[config.mk]
export PLATFORM = sky130hd
export DESIGN_NAME = spi_host_wb
export DESIGN_NICKNAME = d
export VERILOG_FILES = /design/src/rtl/spi_host_pkg.sv /design/src/rtl/spi_host_shift.sv /design/src/rtl/spi_host_wb.sv
export SDC_FILE = /design/constraint.sdc
export NUM_CORES = 1
export LEC_CHECK = 0
export BUFFER_PORTS_ARGS = -buffer_cell sky130_fd_sc_hd__buf_2
export CAP_MARGIN = 20
export CORE_ASPECT_RATIO = 1.5
export CORE_UTILIZATION = 52
export CTS_CLUSTER_DIAMETER = 80
export DETAILED_ROUTE_END_ITERATION = 8
export PLACE_DENSITY = 0.85
export SETUP_SLACK_MARGIN = 0.15
export SYNTH_ARGS = -nofsm -noshare
export SYNTH_HDL_FRONTEND = slang
export SYNTH_SLANG_ARGS = --single-unit
[constraint.sdc]
create_clock -name clk -period 2.54 [get_ports clk]
set_clock_uncertainty 0.15 [all_clocks]
set_input_delay 0.508 -clock clk [delete_from_list [all_inputs] [get_ports clk]]
set_output_delay 0.508 -clock clk [all_outputs]
set_load 0.005 [all_outputs]
[src/rtl/spi_host_pkg.sv]
// Shared constants for the Wishbone SPI host: register addresses, CSR bit positions and
// shift-engine state encodings.
package spi_host_pkg;

  localparam logic [1:0] ADDR_CSR  = 2'd0;
  localparam logic [1:0] ADDR_DATA = 2'd1;

  localparam int unsigned CSR_CS       = 0;
  localparam int unsigned CSR_BUSY     = 1;
  localparam int unsigned CSR_RXV      = 2;
  localparam int unsigned CSR_OVR      = 3;
  localparam int unsigned CSR_DIV_LSB  = 8;
  localparam int unsigned CSR_DIV_MSB  = 15;
  localparam int unsigned CSR_IRQ_EN   = 16;
  localparam int unsigned CSR_IRQ_PEND = 17;

  typedef enum logic [1:0] {
    StIdle,
    StLo,
    StHi
  } state_e;

endpackage

[src/rtl/spi_host_shift.sv]
// Mode-0 SPI byte shift engine: divider counter, bit counter, FSM and shift registers.
// done pulses combinationally on the cycle whose closing edge ends the byte; rx_byte is valid then.
module spi_host_shift
  import spi_host_pkg::*;
(
  input  logic       clk,
  input  logic       rst,
  input  logic       start,
  input  logic [7:0] tx_byte,
  input  logic [7:0] div,
  input  logic       miso,
  output logic       busy,
  output logic       done,
  output logic [7:0] rx_byte,
  output logic       sclk,
  output logic       mosi
);

  state_e     state_q, state_d;
  logic [7:0] cnt_q, cnt_d;
  logic [2:0] bit_q, bit_d;
  logic [7:0] tx_q, tx_d;
  logic [7:0] rx_q, rx_d;
  logic       sclk_q, sclk_d;
  logic       mosi_q, mosi_d;

  always_ff @(posedge clk) begin
    if (rst) begin
      state_q <= StIdle;
      cnt_q   <= '0;
      bit_q   <= '0;
      tx_q    <= '0;
      rx_q    <= '0;
      sclk_q  <= 1'b0;
      mosi_q  <= 1'b0;
    end else begin
      state_q <= state_d;
      cnt_q   <= cnt_d;
      bit_q   <= bit_d;
      tx_q    <= tx_d;
      rx_q    <= rx_d;
      sclk_q  <= sclk_d;
      mosi_q  <= mosi_d;
    end
  end

  always_comb begin
    state_d = state_q;
    cnt_d   = cnt_q;
    bit_d   = bit_q;
    tx_d    = tx_q;
    rx_d    = rx_q;
    sclk_d  = sclk_q;
    mosi_d  = mosi_q;
    done    = 1'b0;
    case (state_q)
      StIdle: begin
        if (start) begin
          state_d = StLo;
          tx_d    = tx_byte;
          mosi_d  = tx_byte[7];
          sclk_d  = 1'b0;
          cnt_d   = div;
          bit_d   = '0;
        end
      end
      StLo: begin
        if (cnt_q == 8'd0) begin
          state_d = StHi;
          sclk_d  = 1'b1;
          rx_d    = {rx_q[6:0], miso};
          cnt_d   = div;
        end else begin
          cnt_d = cnt_q - 8'd1;
        end
      end
      StHi: begin
        if (cnt_q == 8'd0) begin
          sclk_d = 1'b0;
          cnt_d  = div;
          if (bit_q != 3'd7) begin
            state_d = StLo;
            tx_d    = {tx_q[6:0], 1'b0};
            mosi_d  = tx_q[6];
            bit_d   = bit_q + 3'd1;
          end else begin
            state_d = StIdle;
            done    = 1'b1;
          end
        end else begin
          cnt_d = cnt_q - 8'd1;
        end
      end
      default: state_d = StIdle;
    endcase
  end

  assign busy    = (state_q != StIdle);
  assign rx_byte = rx_q;
  assign sclk    = sclk_q;
  assign mosi    = mosi_q;

endmodule

[src/rtl/spi_host_wb.sv]
// Wishbone-slave SPI host: CSR/DATA decode, flags and chip select around spi_host_shift.
// Optional completion interrupt is built when SPI_HOST_IRQ_EN is defined.
module spi_host_wb
  import spi_host_pkg::*;
#(
  parameter int unsigned AW = 4
) (
  input  logic          clk,
  input  logic          rst,
  input  logic [AW-1:0] wb_addr,
  input  logic [31:0]   wb_wdata,
  output logic [31:0]   wb_rdata,
  input  logic          wb_we,
  input  logic          wb_cyc,
  output logic          wb_ack,
  output logic          spi_clk,
  output logic          spi_mosi,
  input  logic          spi_miso,
  output logic          spi_cs_n
`ifdef SPI_HOST_IRQ_EN
  ,
  output logic          irq
`endif
);

  logic       ack_q;
  logic       cs_q;
  logic [7:0] div_q;
  logic       ovr_q;
  logic       rx_valid_q;
  logic [7:0] rx_data_q;
  logic       busy, done;
  logic [7:0] rx_byte;
  logic       csr_wr, data_wr, data_rd, start;
  logic [1:0] addr;
  logic [31:0] csr_val;
  logic       unused_bits;

  assign addr    = wb_addr[1:0];
  // Side effects only on the acked cycle of an access.
  assign csr_wr  = wb_cyc & ack_q & wb_we & (addr == ADDR_CSR);
  assign data_wr = wb_cyc & ack_q & wb_we & (addr == ADDR_DATA);
  assign data_rd = wb_cyc & ack_q & ~wb_we & (addr == ADDR_DATA);
  assign start   = data_wr & ~busy;
  assign unused_bits = ^{wb_addr, wb_wdata};

  spi_host_shift u_shift (
    .clk     (clk),
    .rst     (rst),
    .start   (start),
    .tx_byte (wb_wdata[7:0]),
    .div     (div_q),
    .miso    (spi_miso),
    .busy    (busy),
    .done    (done),
    .rx_byte (rx_byte),
    .sclk    (spi_clk),
    .mosi    (spi_mosi)
  );

  always_ff @(posedge clk) begin
    if (rst) begin
      ack_q      <= 1'b0;
      cs_q       <= 1'b0;
      div_q      <= '0;
      ovr_q      <= 1'b0;
      rx_valid_q <= 1'b0;
      rx_data_q  <= '0;
    end else begin
      ack_q <= wb_cyc & ~ack_q;
      if (csr_wr && !busy) begin
        cs_q  <= wb_wdata[CSR_CS];
        div_q <= wb_wdata[CSR_DIV_MSB:CSR_DIV_LSB];
      end
      if (data_wr && busy)                ovr_q <= 1'b1;
      else if (csr_wr && wb_wdata[CSR_OVR]) ovr_q <= 1'b0;
      if (done) rx_data_q <= rx_byte;
      // Completion wins over a same-cycle DATA read.
      if (done)         rx_valid_q <= 1'b1;
      else if (data_rd) rx_valid_q <= 1'b0;
    end
  end

`ifdef SPI_HOST_IRQ_EN
  logic irq_en_q, irq_pend_q, irq_q;

  always_ff @(posedge clk) begin
    if (rst) begin
      irq_en_q   <= 1'b0;
      irq_pend_q <= 1'b0;
      irq_q      <= 1'b0;
    end else begin
      if (csr_wr) irq_en_q <= wb_wdata[CSR_IRQ_EN];
      if (done) irq_pend_q <= 1'b1;
      else if (data_rd || (csr_wr && wb_wdata[CSR_IRQ_PEND])) irq_pend_q <= 1'b0;
      irq_q <= irq_pend_q & irq_en_q;
    end
  end

  assign irq = irq_q;
`endif

  always_comb begin
    csr_val                          = '0;
    csr_val[CSR_CS]                  = cs_q;
    csr_val[CSR_BUSY]                = busy;
    csr_val[CSR_RXV]                 = rx_valid_q;
    csr_val[CSR_OVR]                 = ovr_q;
    csr_val[CSR_DIV_MSB:CSR_DIV_LSB] = div_q;
`ifdef SPI_HOST_IRQ_EN
    csr_val[CSR_IRQ_EN]              = irq_en_q;
    csr_val[CSR_IRQ_PEND]            = irq_pend_q;
`endif
  end

  always_comb begin
    wb_rdata = '0;
    if (ack_q) begin
      case (addr)
        ADDR_CSR:  wb_rdata = csr_val;
        ADDR_DATA: wb_rdata = {24'h0, rx_data_q};
        default:   wb_rdata = '0;
      endcase
    end
  end

  assign wb_ack   = ack_q;
  assign spi_cs_n = ~cs_q;

endmodule

# After elaboration in Yosys (flattened, before gate mapping)
# Cells that the tools add are included.
# W data, S select, Z words.
totals:
  reg_bits: 50
  latchBits: 0
  mem_bits_rw: 0
  mem_bits_ro: 0
  inputBits: 41
  out_inout_bits: 36
  wordCells: 87
  memories: 0
op_classes:
  add_sub_neg: 2
  n_mul: 0
  n_div: 0
  n_lt_le_gt_ge: 0
  n_eq_ne: 8
  shifts: 0
  mux: 33
  bitwise_logic: 12
  n_reduce_logical: 19
ops:
  columns: ["cell", "n"]
  rows:
  - ["$pmux W16 S2", 1]
  - ["$mux W7", 3]
  - ["$mux W16", 1]
  - ["$mux W8", 2]
  - ["$pmux W8 S2", 1]
  - ["$mux W1", 14]
  - ["$pmux W7 S2", 1]
  - ["$reduce_bool A2 Y1", 5]
  - ["$mux W3", 3]
  - ["$and A1 B1 Y1", 8]
  - ["$logic_not A8 Y1", 1]
  - ["$reduce_and A4 Y1", 2]
  - ["$sub A8 B1 Y8 const B", 1]
  - ["$mux W2", 3]
  - ["$ne A2 B1 Y1 const B", 3]
  - ["$pmux W2 S3", 1]
  - ["$pmux W3 S2", 1]
  - ["$eq A2 B1 Y1 const B", 2]
  - ["$logic_not A2 Y1", 2]
  - ["$not A1 Y1", 4]
  - ["$reduce_and A2 Y1", 2]
  - ["$add A3 B1 Y3 const B", 1]
  - ["$logic_and A1 B1 Y1", 3]
  - ["$ne A3 B3 Y1 const B", 1]
  - ["8 further kinds", 8]

# Logic depth before layout (Yosys ltp)
# Gate-level depths: netlist of the first run.
logic_depth:
  word_depth: 6
  mapped_depth: 8
  ltp_nobuf: 6

# By module
# Synthesis of the first run repeated with hierarchy kept, for this count alone.
hier_totals:
  cells_unflattened: 314
  area_unflattened_um2: 2780.2
by_module_without_submodules:
  columns: ["module", "n_inst", "cells_per_inst", "area_each_um2", "seq_area_each_um2"]
  rows:
  - ["spi_host_shift", 1, 193, 1651.6, 600.6]
  - ["spi_host_wb", 1, 121, 1128.6, 400.4]

# Worst setup path after synthesis of the first run
# No wires, ideal clock.
synth_timing:
  path_kind: "reg2reg"
  from: "reg u_shift.cnt_q[0]"
  to: "reg u_shift.bit_q[0]"
  setup_ps: 70
  arrival_time_ps: 1978
  t_required_ps: 2320
  path_slack_ps: 341
  path_stages_with_launch: 9
  path_buffers: 2
  synth_period_minus_slack_ps: 2199
  cell_sequence: "dfxtp_1 > inv_1 > ha_1 > or3b_2 > clkbuf_1 > o32ai_4 > buf_6 > nand4b_1 > a21oi_1"
synth_via:
  elab_chain_len: 3
synth_lines:
  columns: ["element", "line", "rtl"]
  rows:
  - ["start, declared", "spi_host_shift.sv:20", "logic [7:0] cnt_q, cnt_d;"]
  - ["start signal, assigned", "spi_host_shift.sv:38", "cnt_q <= cnt_d;"]
  - ["$logic_not A8 Y1", "spi_host_shift.sv:78", "if (cnt_q == 8'd0) begin"]
  - ["$ne A2 B1 Y1 (no line)", null, null]
  - ["$reduce_and A4 Y1 (no line)", null, null]
  - ["end signal, assigned", "spi_host_shift.sv:39", "bit_q <= bit_d;"]
  - ["end, declared", "spi_host_shift.sv:21", "logic [2:0] bit_q, bit_d;"]
# Every way passes these cells.
# A chain may end at the register's enable or synchronous reset.

# Final worst setup path of the first run
layout_timing:
  from: "reg u_shift.cnt_q[0]"
  to: "reg u_shift.tx_q[2]"
layout_via:
  elab_chain_len: 3
layout_lines:
  columns: ["element", "line", "rtl"]
  rows:
  - ["$logic_not A8 Y1", "spi_host_shift.sv:78", null]
  - ["$ne A2 B1 Y1 (no line)", null, null]
  - ["$reduce_and A4 Y1 (no line)", null, null]
  - ["end signal, assigned", "spi_host_shift.sv:40", "tx_q <= tx_d;"]
  - ["end, declared", "spi_host_shift.sv:22", "logic [7:0] tx_q, tx_d;"]
# Every way passes these cells.

==> metrics.md, run 1 <==
| Metric | Value |
|---|---|
| Slew Limit Fails | 0 |
| Total gr overflow | 0 |
| Cell Pwr Density | 663 nW/um2 |
| Share of cells above drive strength 1 | 19.1% |
| CORE AREA | 4890 um2 |
| Synthesized instance count | 297 |
| Hold crit path type | input port to flop |
| Drc violations | 0 |
| DR iter-0 viols | 72 |
| Leak Pwr | 1.32 nW |
| Fillers | 428 |
| Clk_lat worst skew | 0.31 ns |
| DR WL/cell | 14.4 um |
| Yosys reg bits | 50 |
| Final hold vios | 0 |
| Unrepaired setup endpoints after global routing | no |
| Die ar. | 5440 um2 |
| Tot GR Track Use | 22.6% |
| Combinational share of power | 25.8% |
| Area grow syn2layout | 11.8% |
| Simple-gate area share of the yosys netlist | 17.1% |
| Worst path arrival time | 2.32 ns |
| Post-synthesis mux area share | 14.2% |
| Die Height | 89.9 um |
| Initial antenna violation count | 0 |
| HPWL after DPL | 4000 um |
| Placer Congestion | 0.906 |
| Critical path capture point type | flop |
| Post-synth EDFFs | 0 |
| Fin crit share | 88.7% |
| Compound-gate portion of the synthesized area | 16.4% |
| Clock sinks | 50 |
| Status | complete, no violations |
| FF-to-FF Start | u_shift.cnt_q[0]$_SDFFE_PP0P_ |
| MaxCap Viol Count | 0 |
| Routed WL | 5760 um |
| Worst setup SP type | flop |
| Reg2reg setup slack | 0.29 ns |
| Drt pass-1 iters | 4 |
| Net Sw Power | 0.638 mW |
| Largest net degree at the start of global routing | 29 |
| Worst Path Max Fanout | 17 |
| ANT cells | 0 |
| Actual transition at the worst max-transition pin | 0.716 ns |
| Max Freq | 444 MHz |
| First-pass GRT wire length | 9660 um |
| Worst hold slack | 0.279 ns |
| H-tree depth | 2 |
| PortBufs | 42 |
| CTS Buf Count | 5 |
| Die W | 60.6 um |
| Final setup vio count | 0 |
| Fraction of registers with async set/reset | 0% |
| Reg2reg end | u_shift.tx_q[2]$_SDFFE_PP0P_ |
| ANT nets after route | 0 |
| Area taken by multi-input logic gates | 1470 um2 |
| IO Pins | 77 |
| Mapped Avg Cell Area | 9.01 um2 |
| Starting Density | 54.8% |
| Clock power share | 29.4% |
| # rows | 31 |
| Clock root buffer | clkbuf_8 |
| Vias/cell | 5.73 |
| Power share of the sequential group | 44.8% |
| Adder-Cell Fraction of Synth Area | 4.68% |
| Largest family of logic cells by synthesized area | simple AND/OR/NAND/NOR gates |
| Fin Setup TNS | 0 ns |
| Worst vdd ir | 0.457 mV |
| CP Data Required Time | 2.61 ns |
| Cells on worst reg2reg path | 7 |
| CP Launch Point | u_shift.cnt_q[0]$_SDFFE_PP0P_ |
| CTS tree | built |
| Worst-path clk slew | 0.09 ns |
| Post-CTS Setup Inserts | 0 |
| Synthesized area | 2680 um2 |
| Number of global-route vias before repair | 2,183 |
| Register area | 1000 um2 |
| CP endpoint | u_shift.tx_q[2]$_SDFFE_PP0P_ |
| Sequential share of the synthesized area | 37.4% |
| Fin nets | 385 |
| Switching share of power | 32.1% |
| Distinct cells, synth | 42 |
| Primary FF master, synth | dfxtp_1 |
| Normalized max-slew margin | 51.8% |
| Kind of critical path | flop to flop |
| CTS Buffer Depth | 2 |
| Synth warn | 0 |
| Synthesized-area fraction occupied by xor and xnor cells | 0% |
| Final Critical Period | 2.25 ns |
| P_int | 1.35 mW |
| Total number of vias | 2,299 |
synthesized netlist by cell type, drive strengths merged (4+ instances only):
master	count	area, um2
nand4b	4	35.0
o32ai	7	80.1
a311oi	7	61.3
nand3	5	25.0
nor3	4	20.0
nand4	4	25.0
a21oi	22	110
nand2	4	15.0
ha	10	125
and2	8	50.1
mux2i	38	380
clkbuf	13	48.8
and3	6	37.5
o21ai	11	55.1
buf	22	171
a211oi	6	45.0
inv	13	48.8
dfxtp	50	1000
nor2	34	128
layout make-up:
type                       instances  area share, %
clock buffer                       5           2.30
multi-input combinational        214           49.2
tap                               66           2.76
sequential                        50           33.4
timing repair buffer              50           9.03
clock inverter                     3           1.63
inverter                          13           1.63
layer usage:
metal / GRT usage (%) / part of all wire, % / up-vias
met5: 0 / 0 / -
met4: 7.58 / 1.8 / 0
met3: 3.45 / 4.5 / 11
met2: 39.1 / 52 / 87
met1: 27.3 / 42 / 1086
li1: - / - / 1115
power groups by stage:
stage	clock, mW	combinational (mW)	sequential (mW)
floorplan	0	0.416	0.895
global placement	0	0.489	0.902
detailed placement	0	0.502	0.905
CTS	0.589	0.507	0.888
global route	0.623	0.560	0.895
finish	0.584	0.512	0.888
worst min path at each step:
stage                                              end                    startpoint  slack [ns]  cells past startpoint
final                            div_q[3]$_SDFFE_PP0P_                  wb_wdata[11]        0.28                      3
after global routing             div_q[1]$_SDFFE_PP0P_                   wb_wdata[9]        0.30                      3
after CTS                        div_q[1]$_SDFFE_PP0P_                   wb_wdata[9]        0.28                      3
after detailed placement     u_shift.sclk$_SDFFE_PP0P_     u_shift.sclk$_SDFFE_PP0P_        0.32                      2
after global placement       u_shift.sclk$_SDFFE_PP0P_     u_shift.sclk$_SDFFE_PP0P_        0.31                      2
after floorplan           u_shift.tx_q[0]$_SDFFE_PP0P_  u_shift.tx_q[0]$_SDFFE_PP0P_        0.30                      2
sequential cells by signal, summed over array words and instances (netlist names):
register,flops
div_q,8
rx_data_q,8
u_shift.cnt_q,8
u_shift.rx_byte,8
u_shift.tx_q,7
u_shift.bit_q,3
u_shift.state_q,2
cs_q,1
ovr_q,1
rx_valid_q,1
u_shift.mosi,1
u_shift.sclk,1
wb_ack,1
cells by family after synthesis:
| family | Yosys count |
|---|---|
| compound gates | 64 |
| mux | 38 |
| simple gates | 86 |
| other cells | 1 |
| fa+ha+maj | 10 |
| buf+inv | 48 |
| flops | 50 |
stage by stage:
step	util, %	worst slack (ns)	std cells	area, um2	power, mW
5_1_grt	61.2	0.164	401	2990	2.08
2_1_floorplan	-	0.341	312	2730	1.31
4_1_cts	61.1	0.244	401	2990	1.98
3_3_place_gp	58.6	0.241	393	2870	1.39
6_report	61.2	0.287	401	2990	1.98
3_5_place_dp	58.6	0.188	393	2870	1.41
critical path: stages (launching register included):
cell	delay (ns)
dfxtp_1	0.36
inv_1	0.12
ha_1	0.21
or3b_4	0.46
o32ai_4	0.27
buf_4	0.24
a21oi_1	0.09
a311oi_1	0.26
what timing repair did:
action / in CTS / in global routing
cloned: 0 / 0
pin swaps: 0 / 0
setup endpoints to repair: 1 / 6
resized for setup: 1 / 2
hold buffers: 0 / 0
cells in the final DEF, fill, tap and decap left out, drive strengths merged, types with 3 or more instances in the layout:
cell type,instances
dfxtp,50
o32ai,7
nand2,4
nand3,5
a21oi,22
o21ai,11
nor2,34
buf,50
nand2b,3
nand4,4
mux2i,38
a311oi,7
nor3,4
nor3b,3
clkbuf,5
and3,6
a211oi,6
ha,10
nand4b,4
and2,8
inv,14
conb,16
or4,3
(Power assumes the default switching activity.)
==> inputs of run 2 (changes only) <==
--- a/config.mk
+++ b/config.mk
@@ -8,10 +8,11 @@
 export BUFFER_PORTS_ARGS = -buffer_cell sky130_fd_sc_hd__buf_2
 export CAP_MARGIN = 20
 export CORE_ASPECT_RATIO = 1.5
-export CORE_UTILIZATION = 52
+export CORE_UTILIZATION = 54
+export CTS_BUF_LIST = sky130_fd_sc_hd__clkbuf_8
 export CTS_CLUSTER_DIAMETER = 80
 export DETAILED_ROUTE_END_ITERATION = 8
-export PLACE_DENSITY = 0.85
+export PLACE_DENSITY = 0.88
 export SETUP_SLACK_MARGIN = 0.15
 export SYNTH_ARGS = -nofsm -noshare
 export SYNTH_HDL_FRONTEND = slang
==> metrics.md, run 2 (synthesis results as in run 1) <==
| Metric | Value |
|---|---|
| Starting Density | 55.6% (+0.88 points) |
| # rows | 31 (unchanged) |
| Hold crit path type | input port to flop |
| Drt pass-1 iters | 4 (unchanged) |
| Combinational share of power | 26.8% (+1.0 points) |
| Leak Pwr | 1.35 nW (+2.6%) |
| Clock root buffer | clkbuf_8 |
| Drc violations | 0 (unchanged) |
| Number of global-route vias before repair | 1,980 (-9.3%) |
| Worst hold slack | 0.285 ns (+0.00556 ns) |
| Power share of the sequential group | 43.7% (-1.1 points) |
| Die W | 59.5 um (-1.8%) |
| CTS Buf Count | 5 (unchanged) |
| Area of placed instances | 2910 um2 (+1.5%) |
| Worst vdd ir | 0.515 mV (+13%) |
| Vias/cell | 5.49 (-4.3%) |
| Total gr overflow | 0 (unchanged) |
| Slew Limit Fails | 0 (unchanged) |
| Routed WL | 5610 um (-2.6%) |
| IO Pins | 77 (unchanged) |
| Status | complete, no violations |
| CORE AREA | 4810 um2 (-1.6%) |
| Tot GR Track Use | 22.2% (-0.40 points) |
| Cells on worst reg2reg path | 7 (unchanged) |
| Critical path capture point type | primary output |
| Die Height | 88.2 um (-1.8%) |
| P_int | 1.40 mW (+3.7%) |
| Final Critical Period | 2.22 ns (-0.0344 ns) |
| Unrepaired setup endpoints after global routing | no |
| ANT nets after route | 0 (unchanged) |
| Normalized max-slew margin | 58.0% (+6.2 points) |
| Fillers | 408 (-4.7%) |
| Kind of critical path | flop to primary output |
| HPWL after DPL | 3880 um (-3.0%) |
| CTS Buffer Depth | 2 (unchanged) |
| Share of cells above drive strength 1 | 19.5% (+0.36 points) |
| Placer Congestion | 0.910 (+0.41%) |
| Fin crit share | 87.4% (-1.4 points) |
| Fin Setup TNS | 0 ns (unchanged) |
| MaxCap Viol Count | 0 (unchanged) |
| Net Sw Power | 0.636 mW (-0.30%) |
| Actual transition at the worst max-transition pin | 0.624 ns (-0.0917 ns) |
| Area grow syn2layout | 13.3% |
| Clock power share | 29.6% (+0.2 points) |
| Initial antenna violation count | 0 (unchanged) |
| Worst setup SP type | flop |
| PortBufs | 42 (unchanged) |
| CP endpoint | wb_rdata[13] |
| Switching share of power | 31.3% (-0.86 points) |
| Cell Pwr Density | 671 nW/um2 (+1.1%) |
| Most common cell after layout, fill and taps aside | dfxtp_1 |
| First-pass GRT wire length | 8980 um (-7.0%) |
| Most frequent cells in the layout | 50 x dfxtp_1, 42 x buf_2, 38 x mux2i_1, 34 x nor2_1, 22 x a21oi_1 |
| Largest net degree at the start of global routing | 34 (+17%) |
| Total number of vias | 2,223 (-3.3%) |
| FF-to-FF Start | u_shift.cnt_q[1]$_SDFFE_PP0P_ |
| Clock sinks | 50 (unchanged) |
| CP Launch Point | wb_ack$_SDFF_PP0_ |
| Worst path arrival time | 1.56 ns (-0.76 ns) |
| DR WL/cell | 13.9 um (-3.5%) |
| CTS tree | built |
| Final setup vio count | 0 (unchanged) |
| Area taken by multi-input logic gates | 1470 um2 (-0.51%) |
| Final hold vios | 0 (unchanged) |
| ANT cells | 0 (unchanged) |
| Worst-path clk slew | 0.09 ns (about the same) |
| CP Data Required Time | 1.88 ns (-0.73 ns) |
| Reg2reg end | u_shift.tx_q[2]$_SDFFE_PP0P_ |
| Cts hold-fix bufs | 0 (unchanged) |
| DR iter-0 viols | 55 (-24%) |
| Register area | 1000 um2 (unchanged) |
| Reg2reg setup slack | 0.34 ns (+0.05 ns) |
| Fin nets | 389 (+1.0%) |
| H-tree depth | 2 (unchanged) |
| Max Freq | 451 MHz (+1.6%) |
| Clk_lat worst skew | 0.31 ns (about the same) |
| Total power | 2.03 mW (+2.4%) |
| Worst Path Max Fanout | 10 (-7) |
| Die ar. | 5250 um2 (-3.6%) |
| Final Cell Area | 3030 um2 (+1.3%) |
[run 2: cell count changes in the layout (fill, tap and decap cells not counted)]
cell,change
buf_4,+3
or4_1,+1
inv_6,+1
buf_12,+1
clkinvlp_4,-1
a21boi_2,-1
clkbuf_8,+1
inv_8,-1
a21boi_1,+1
or4_4,-1
[run 2: what timing repair did]
item / in CTS / in global routing
setup buffers: 0 / 0
resized for setup: 0 / 1
setup endpoints to repair: 0 / 4
[run 2: how the worst min path moves through the flow]
| stage | slack, ns | cells past startpoint | from | endpoint |
|---|---|---|---|---|
| 2_1_floorplan | 0.30 | 2 | u_shift.tx_q[0]$_SDFFE_PP0P_ | u_shift.tx_q[0]$_SDFFE_PP0P_ |
| 3_3_place_gp | 0.31 | 2 | u_shift.sclk$_SDFFE_PP0P_ | u_shift.sclk$_SDFFE_PP0P_ |
| 3_5_place_dp | 0.32 | 2 | u_shift.sclk$_SDFFE_PP0P_ | u_shift.sclk$_SDFFE_PP0P_ |
| 4_1_cts | 0.28 | 3 | wb_wdata[9] | div_q[1]$_SDFFE_PP0P_ |
| 5_1_grt | 0.29 | 3 | wb_wdata[11] | div_q[3]$_SDFFE_PP0P_ |
| 6_report | 0.28 | 3 | wb_wdata[14] | div_q[6]$_SDFFE_PP0P_ |
[run 2: metrics by stage]
step,setup WS (ns),std cells,utilization [%]
floorplan,0.341,312,-
global placement,0.314,397,60.5
detailed placement,0.251,397,60.5
CTS,0.225,405,63.0
global route,0.215,405,63.0
finish,0.321,405,63.0
[run 2: final cells by class]
type                       count  area share (%)
clock buffer                   6            2.72
clock inverter                 2            1.28
inverter                      13            1.61
multi-input combinational    214            48.3
sequential                    50            33.0
tap                           66            2.72
timing repair buffer          54            10.3
[run 2: critical path: stages (launching register included)]
cell and delay [ns]:
dfxtp_1 0.43, nor3b_1 0.32, buf_4 0.24, and2_1 0.15, buf_2 0.11
[run 2: power by group through the flow]
| stage | Sequential (mW) | Clock, mW | Combinational [mW] |
|---|---|---|---|
| 2_1_floorplan | 0.895 | 0 | 0.416 |
| 3_3_place_gp | 0.901 | 0 | 0.520 |
| 3_5_place_dp | 0.905 | 0 | 0.536 |
| 4_1_cts | 0.889 | 0.613 | 0.539 |
| 5_1_grt | 0.896 | 0.651 | 0.595 |
| 6_report | 0.888 | 0.602 | 0.544 |
[run 2: layer usage]
metal  track usage (%)  vias up  wire [um]
met5                 0        -          0
met4              10.8        0        162
met3              3.36       15        232
met2              36.2       78       2770
met1              28.2     1008       2450
li1                  -     1122          -
